`config.mk`:
```
export PLATFORM = sky130hd
export DESIGN_NAME = fxp_seq_divider
export DESIGN_NICKNAME = d
export VERILOG_FILES = /design/src/rtl/fxp_seq_divider.sv
export SDC_FILE = /design/constraint.sdc
export NUM_CORES = 1
export LEC_CHECK = 0
export ABC_CLOCK_PERIOD_IN_PS = 5100
export CELL_PAD_IN_SITES_DETAIL_PLACEMENT = 0
export CELL_PAD_IN_SITES_GLOBAL_PLACEMENT = 1
export CORE_MARGIN = 3
export CORE_UTILIZATION = 44
export CTS_CLUSTER_DIAMETER = 80
export DETAILED_ROUTE_END_ITERATION = 8
export PLACE_DENSITY = 0.84
export REMOVE_ABC_BUFFERS = 1
export SKIP_CTS_REPAIR_TIMING = 1
export SYNTH_ARGS = -nofsm -noshare
export SYNTH_HDL_FRONTEND = slang
export SYNTH_SLANG_ARGS = --single-unit
```
`constraint.sdc`:
```
create_clock -name clk -period 5.1 [get_ports clk]
set_clock_uncertainty 0.2 [all_clocks]
set_input_delay 0.765 -clock clk [delete_from_list [all_inputs] [get_ports clk]]
set_output_delay 0.765 -clock clk [all_outputs]
set_load 0.05 [all_outputs]
```
`src/rtl/fxp_seq_divider.sv`:
```
// Iterative fixed-point divider: quotient = (dividend << FRAC) / divisor.
// Optional two's-complement mode: define FXP_SEQ_DIVIDER_SIGNED_EN.
module fxp_seq_divider #(
  parameter int WIDTH = 17,
  parameter int FRAC  = 17
) (
  input  logic             clk,
  input  logic             rst_n,
  input  logic             in_valid,
  output logic             in_ready,
  input  logic [WIDTH-1:0] dividend,
  input  logic [WIDTH-1:0] divisor,
  output logic             out_valid,
  input  logic             out_ready,
  output logic [WIDTH-1:0] quotient,
  output logic [WIDTH-1:0] remainder,
  output logic             overflow,
  output logic             div_by_zero
);

  localparam int NQ = WIDTH + FRAC;
  localparam int CW = $clog2(NQ + 1);
  localparam logic [CW-1:0] LAST = CW'(NQ - 1);

  localparam logic [1:0] S_IDLE = 2'd0;
  localparam logic [1:0] S_BUSY = 2'd1;
  localparam logic [1:0] S_DONE = 2'd2;
`ifdef FXP_SEQ_DIVIDER_SIGNED_EN
  localparam logic [1:0] S_FIX  = 2'd3;
`endif

  logic [1:0]       state_q, state_d;
  logic [CW-1:0]    cnt_q, cnt_d;
  logic [WIDTH-1:0] rem_q, rem_d;
  logic [NQ-1:0]    num_q, num_d;
  logic [NQ-1:0]    quo_q, quo_d;
  logic [WIDTH-1:0] dvs_q, dvs_d;
  logic [WIDTH-1:0] quot_q, quot_d;
  logic [WIDTH-1:0] remo_q, remo_d;
  logic             ovf_q, ovf_d;
  logic             dbz_q, dbz_d;

  logic [WIDTH-1:0] dvd_mag;
  logic [WIDTH-1:0] dvs_mag;
  logic [WIDTH-1:0] src_rem;
  logic [NQ-1:0]    src_num;
  logic [WIDTH-1:0] src_dvs;
  logic [WIDTH:0]   sh;
  logic             ge;
  logic [WIDTH-1:0] st_rem;
  logic [NQ-1:0]    st_num;
  logic [NQ-1:0]    st_quo;

`ifdef FXP_SEQ_DIVIDER_SIGNED_EN
  logic             sq_q, sq_d;
  logic             sr_q, sr_d;
  logic [NQ-1:0]    lim;
  logic             fix_ovf;

  function automatic logic [WIDTH-1:0] mag(input logic [WIDTH-1:0] x);
    return x[WIDTH-1] ? (~x + 1'b1) : x;
  endfunction

  assign dvd_mag = mag(dividend);
  assign dvs_mag = mag(divisor);
`else
  assign dvd_mag = dividend;
  assign dvs_mag = divisor;
`endif

  assign in_ready    = (state_q == S_IDLE);
  assign out_valid   = (state_q == S_DONE);
  assign quotient    = quot_q;
  assign remainder   = remo_q;
  assign overflow    = ovf_q;
  assign div_by_zero = dbz_q;

  // One restoring step; the accept edge runs the first step on fresh operands.
  always_comb begin
    src_rem = rem_q;
    src_num = num_q;
    src_dvs = dvs_q;
    if (state_q == S_IDLE) begin
      src_rem = '0;
      src_num = {dvd_mag, {FRAC{1'b0}}};
      src_dvs = dvs_mag;
    end
    sh     = {src_rem, src_num[NQ-1]};
    ge     = (sh >= {1'b0, src_dvs});
    st_rem = ge ? (sh[WIDTH-1:0] - src_dvs) : sh[WIDTH-1:0];
    st_num = {src_num[NQ-2:0], 1'b0};
    st_quo = (state_q == S_IDLE) ? NQ'(ge) : {quo_q[NQ-2:0], ge};
  end

`ifdef FXP_SEQ_DIVIDER_SIGNED_EN
  // Signed range check on the unsigned quotient magnitude.
  always_comb begin
    lim     = NQ'({1'b0, {(WIDTH-1){1'b1}}}) + NQ'(sq_q);
    fix_ovf = (quo_q > lim);
  end
`endif

  // Next-state and datapath control.
  always_comb begin
    state_d = state_q;
    cnt_d   = cnt_q;
    rem_d   = rem_q;
    num_d   = num_q;
    quo_d   = quo_q;
    dvs_d   = dvs_q;
    quot_d  = quot_q;
    remo_d  = remo_q;
    ovf_d   = ovf_q;
    dbz_d   = dbz_q;
`ifdef FXP_SEQ_DIVIDER_SIGNED_EN
    sq_d    = sq_q;
    sr_d    = sr_q;
`endif
    case (state_q)
      S_IDLE: begin
        if (in_valid) begin
          dvs_d = dvs_mag;
`ifdef FXP_SEQ_DIVIDER_SIGNED_EN
          sq_d  = dividend[WIDTH-1] ^ divisor[WIDTH-1];
          sr_d  = dividend[WIDTH-1];
`endif
          if (divisor == '0) begin
            state_d = S_DONE;
            remo_d  = '0;
            ovf_d   = 1'b1;
            dbz_d   = 1'b1;
`ifdef FXP_SEQ_DIVIDER_SIGNED_EN
            quot_d  = dividend[WIDTH-1] ?
                      {1'b1, {(WIDTH-1){1'b0}}} :
                      {1'b0, {(WIDTH-1){1'b1}}};
`else
            quot_d  = '1;
`endif
          end else begin
            state_d = S_BUSY;
            cnt_d   = CW'(1);
            rem_d   = st_rem;
            num_d   = st_num;
            quo_d   = st_quo;
          end
        end
      end
      S_BUSY: begin
        cnt_d = cnt_q + CW'(1);
        rem_d = st_rem;
        num_d = st_num;
        quo_d = st_quo;
        if (cnt_q == LAST) begin
`ifdef FXP_SEQ_DIVIDER_SIGNED_EN
          state_d = S_FIX;
`else
          state_d = S_DONE;
          ovf_d   = |st_quo[NQ-1:WIDTH];
          quot_d  = ovf_d ? '1 : st_quo[WIDTH-1:0];
          remo_d  = st_rem;
          dbz_d   = 1'b0;
`endif
        end
      end
`ifdef FXP_SEQ_DIVIDER_SIGNED_EN
      S_FIX: begin
        state_d = S_DONE;
        ovf_d   = fix_ovf;
        dbz_d   = 1'b0;
        if (fix_ovf)
          quot_d = sq_q ? {1'b1, {(WIDTH-1){1'b0}}} :
                          {1'b0, {(WIDTH-1){1'b1}}};
        else
          quot_d = sq_q ? (~quo_q[WIDTH-1:0] + 1'b1) :
                          quo_q[WIDTH-1:0];
        remo_d  = sr_q ? (~rem_q + 1'b1) : rem_q;
      end
`endif
      S_DONE: begin
        if (out_ready) state_d = S_IDLE;
      end
      default: state_d = S_IDLE;
    endcase
  end

  // State registers, cleared asynchronously.
  always_ff @(posedge clk or negedge rst_n) begin
    if (!rst_n) begin
      state_q <= S_IDLE;
      cnt_q   <= '0;
      rem_q   <= '0;
      num_q   <= '0;
      quo_q   <= '0;
      dvs_q   <= '0;
      quot_q  <= '0;
      remo_q  <= '0;
      ovf_q   <= 1'b0;
      dbz_q   <= 1'b0;
`ifdef FXP_SEQ_DIVIDER_SIGNED_EN
      sq_q    <= 1'b0;
      sr_q    <= 1'b0;
`endif
    end else begin
      state_q <= state_d;
      cnt_q   <= cnt_d;
      rem_q   <= rem_d;
      num_q   <= num_d;
      quo_q   <= quo_d;
      dvs_q   <= dvs_d;
      quot_q  <= quot_d;
      remo_q  <= remo_d;
      ovf_q   <= ovf_d;
      dbz_q   <= dbz_d;
`ifdef FXP_SEQ_DIVIDER_SIGNED_EN
      sq_q    <= sq_d;
      sr_q    <= sr_d;
`endif
    end
  end

endmodule

```
# Word-level counts from Yosys, hierarchy flattened
# Index checks and enable logic that the tools add are counted.
dict set report word_totals {
  register_bits 145
  latchBits 0
  ramBits 0
  romBits 0
  inputBits 38
  out_inout_bits 38
  wordCells 66
  mem_count 0
}
dict set report classes {
  n_addsub 2
  n_mul 0
  div_mod_pow 0
  magnitude_cmp 1
  n_eq_ne 8
  shift 0
  muxes 37
  bitwise 0
  n_reduce_logical 8
}
# operator count
set ops {}
lappend ops {{$mux W17} 12}
lappend ops {{$mux W34} 4}
lappend ops {{$pmux W17 S2} 3}
lappend ops {{$pmux W34 S2} 1}
lappend ops {{$mux W33} 2}
lappend ops {{$pmux W33 S2} 1}
lappend ops {{$ge A18 B17 Y1} 1}
lappend ops {{$logic_not A17 Y1} 1}
lappend ops {{$reduce_or A17 Y1} 1}
lappend ops {{$sub A17 B17 Y17} 1}
lappend ops {{$mux W6} 2}
lappend ops {{$pmux W6 S2} 1}
lappend ops {{$mux W2} 4}
lappend ops {{$add A6 B1 Y6 const B} 1}
lappend ops {{$eq A6 B6 Y1 const B} 1}
lappend ops {{$ne A2 B2 Y1 const B} 3}
lappend ops {{$pmux W2 S3} 1}
lappend ops {{$reduce_and A3 Y1} 2}
lappend ops {{$mux W1} 4}
lappend ops {{$ne A2 B1 Y1 const B} 2}
lappend ops {{$pmux W1 S2} 2}
lappend ops {{$reduce_and A4 Y1} 1}
lappend ops {{$eq A2 B1 Y1 const B} 1}
lappend ops {{$eq A2 B2 Y1 const B} 1}
lappend ops {{3 further kinds} 3}

# Depth between registers and ports, before layout
dict set report depth {
  ltp_word 8
  depth_mapped 18
  depth_no_buf 13
}

# Least setup slack after synthesis
# OpenSTA, ideal clock, no wires.
dict set report synth_timing {
  path_kind {register to register}
  start {register state_q[1]}
  end {register rem_q[15]}
  setup_ps 135
  t_arrival_ps 3307
  required_ps 4765
  setup_slack_ps 1458
  path_stages_with_launch 17
  n_path_buf 4
  synth_period_minus_slack_ps 3642
  path_cell_list {dfrtp_1 buf_6 or2_1 buf_6 clkbuf_1 buf_2 nand2_1 nand2_1 ha_1 fa_1 nand2b_1 a21oi_1 o21ai_1 a31o_2 and2_2 a2111oi_2 o31ai_1}
}
dict set report synth_between {
  elab_chain_cells 7
  word_cells_on_any_way 15
  cone_classes {add/sub: 1; order compare: 1; eq/ne: 3; mux: 7; reduce/logical: 3}
}
# item line_no
set synth_lines {}
lappend synth_lines {{start: declaration} 32} ;# logic [1:0] state_q, state_d;
lappend synth_lines {{start signal: assignment} 204} ;# state_q <= state_d;
lappend synth_lines {{$logic_not A2 Y1} {83, 119}}
lappend synth_lines {{$mux W34 / $mux W17 (equally long branches)} 83} ;# if (state_q == S_IDLE) begin
lappend synth_lines {{$sub A17 B17 Y17 / $ge A18 B17 Y1 (equally long branches)} {90, 89}}
lappend synth_lines {{$mux W17} 90} ;# st_rem = ge ? (sh[WIDTH-1:0] - src_dvs) : sh[WIDTH-1:0];
lappend synth_lines {{$mux W17} 127} ;# if (divisor == '0) begin
lappend synth_lines {{$mux W17} 121} ;# if (in_valid) begin
lappend synth_lines {{$pmux W17 S2} 119} ;# case (state_q)
lappend synth_lines {{end signal: assignment} 206} ;# rem_q <= rem_d;
lappend synth_lines {{end: declaration} 34} ;# logic [WIDTH-1:0] rem_q, rem_d;
# Several ways; a longest one is shown, not always the timed one. The select of a mux whose other input is x is not followed.
# A chain may end at the register's enable or synchronous reset.

# Worst setup path after layout
dict set report layout_timing {
  start {register state_q[1]}
  end {register rem_q[4]}
}
# Same word-level chain as after synthesis.

==> results.ini <==
[grt]
grt_use_total = 0.189
antenna_found_initial = 0
grt_overflow_total = 0
grt_max_degree = 82
grt_pass1_wl_mm = 24.6
grt_pass1_vias = 4877

[logic_synthesis]
synth_top_flop_cell = dfrtp_1
synth_area_leaders = dfrtp_1, mux2i_1, nand2_1
syn_inst = 626
synth-edff-count = 0
ys_seq_elements = 127
synth.most_common_cell = dfrtp_1
synthesis.area_mm2 = 0.00646
synth_top_cells_by_count = dfrtp_1, nand2_1, o21ai_1
avgSynthCellArea_um2 = 10.3
synthArstFlopShare = 1.00
synth_top_cell_by_area = dfrtp_1
yosysTopAreaCellShare = 0.492
netlist-cell-type-count = 52
yosysSeqAreaShare = 0.492
synth_warnings = 0

[finish]
fin_nets = 749
diodes = 0
area_growth_pct = 21.7
drive_above_1_share = 0.111
design_area_mm2 = 0.00786
fin_util = 0.558
nFillCells = 1258

[pwr]
power_frac_comb = 0.518
netSwitchingPower_mw = 2.61
netSwitchingFraction = 0.426
peakVddDrop_mv = 0.330
p_seq_frac = 0.277
p_clk_frac = 0.205
p_leak_nw = 3.53
intPower_mw = 3.52
power_density_mw_per_mm2 = 780

[timing]
finalSetupViolations = 0
finalCriticalPeriod_ns = 4.20
fmax_mhz = 238
setup-tns-final_ns = 0
fin_ws_ns = 0.903
fin_crit_sh = 0.823
slew_violations = 0
worstMarginPinSlew_ns = 1.01
hold_viol_final = 0
maxSlewHeadroom = 0.329
rsz0062_at_grt = no

[placed_design]
preCtsSetupSlack_ns = 0.885
io_buffers = 75
dpl_cell_area_mm2 = 0.00725
hpwl_mm = 9.92
place.gp.congestion = 0.927

[setup_path]
worstSetupPathType = reg -> reg
r2r-start = state_q[1]
cp-startpoint = state_q[1]
critPathMaxFanout = 20
crit_path_end_kind = register
cp_data_required_time_ns = 5.19
crit_end = rem_q[4]
rrSetupSlack_ns = 0.90
rr_worst_depth = 13
r2r-end = rem_q[4]
startpoint_type = register
critPathArrivalTime_ns = 4.29

[clocking]
cts_tree = built
clkTransAtPathRegs_ns = 0.06
clk_latency_ns = 0.43
cts_made_buffers = 17
clkSinkCount = 127
cts_max_level = 4
cts_max_path_buffers = 2
cts-root-buf = clkbuf_16

[routing]
avgViaCountPerCell = 5.47
ant_nets = 0
dr.pass1.iters = 5
vias = 4834
routedWlPerCell_um = 16.1
drt-initial-drc-count = 319
drc = 0
wl_mm = 14.3

[die]
core_mm2 = 0.0141
die_x_um = 127
die_y_um = 127
ios = 76
die_area_mm2 = 0.0162
start_util = 0.458
rows = 43

[status]
status = complete, no violations

[min_path]
hold_class = reg -> reg

[job]
maxCapViolations = 0

## cells by family (layout without fill, tap and decap cells)
| family | after synthesis | in the layout | synth area share |
|---|---|---|---|
| AND/OR/NAND/NOR | 178 | 178 | 0.128 |
| AO/OA/AOI/OAI | 177 | 177 | 0.175 |
| flip-flops | 127 | 127 | 0.492 |
| multiplexers | 63 | 63 | 0.101 |
| buffers and inverters | 45 | 123 | 0.0420 |
| adder cells (fa/ha/maj) | 20 | 20 | 0.0399 |
| XOR/XNOR | 16 | 16 | 0.0217 |
## final cells by class
class	instances	area, um^2	share of cell area
Inverter	9	33.8	0.00430
Multi-Input combinational cell	454	3010	0.383
Clock inverter	15	185	0.0236
Timing Repair Buffer	82	801	0.102
Clock buffer	17	425	0.0541
Tap cell	180	225	0.0287
Sequential cell	127	3180	0.404
## per-stage QoR
step	std cells	hold WS, ns	power, mW
final	884	0.275	6.13
after global routing	884	0.306	6.62
after CTS	884	0.276	6.17
after detailed placement	852	0.262	4.88
after global placement	852	0.254	4.80
after floorplan	590	0.240	4.09
## sequential cells by signal (all words and copies together) (netlist names), 2 cells and up
| signal | count |
|---|---|
| quotient | 17 |
| cnt_q | 6 |
| dvs_q | 17 |
| state_q | 2 |
| remainder | 17 |
| rem_q | 17 |
| num_q | 16 |
| quo_q | 33 |
## routing by layer
layer,track usage,vias to the layer above,share of wire
met5,0,-,0
met4,0.0726,0,0.024
met3,0.0422,27,0.038
met2,0.293,116,0.47
met1,0.259,2329,0.47
li1,-,2362,-
## worst max-delay path, cell delays in order (launching register included)
cell	delay (ns)
dfrtp_1	0.49
or2_2	0.50
inv_2	0.36
nand2_1	0.17
nand2_1	0.06
ha_1	0.21
fa_1	0.40
nand2b_1	0.18
a21oi_1	0.19
o21ai_1	0.17
a31o_2	0.28
nand2_2	0.39
mux2i_1	0.32
o21ai_0	0.14
## cells in the final DEF (no fill, tap or decap), types with 5 or more instances in the layout
master	synthesis	layout
a22o_1	32	32
xor2_1	8	8
o21ai_0	29	29
nand3_1	8	8
nor2_1	18	17
buf_4	4	8
ha_1	19	19
dfrtp_1	127	127
nand2_1	98	98
inv_1	8	8
nand2b_1	6	6
clkdlybuf4s50_1	0	74
and2_1	19	19
a21oi_1	33	33
nor4_1	6	6
clkbuf_16	0	17
mux2i_1	45	45
nor2b_1	5	5
a21oi_2	8	8
mux2_2	18	18
xnor2_1	8	8
o21ai_1	51	51
## power by group through the flow
stage | combinational [mW] | sequential (mW) | clock, mW
final | 3.18 | 1.70 | 1.26
after global routing | 3.55 | 1.75 | 1.32
after CTS | 3.20 | 1.70 | 1.27
after detailed placement | 3.17 | 1.71 | 0
after global placement | 3.11 | 1.69 | 0
after floorplan | 2.20 | 1.88 | 0
## worst min-delay path by stage
stage / startpoint / to / slack, ns / depth (start not counted)
after floorplan: rem_q[15] / rem_q[15] / 0.24 / 2
after global placement: div_by_zero / div_by_zero / 0.25 / 2
after detailed placement: div_by_zero / div_by_zero / 0.26 / 2
after CTS: div_by_zero / div_by_zero / 0.28 / 2
after global routing: num_q[27] / num_q[27] / 0.31 / 2
final: div_by_zero / div_by_zero / 0.27 / 2
Power figures use the tool's default switching activity.
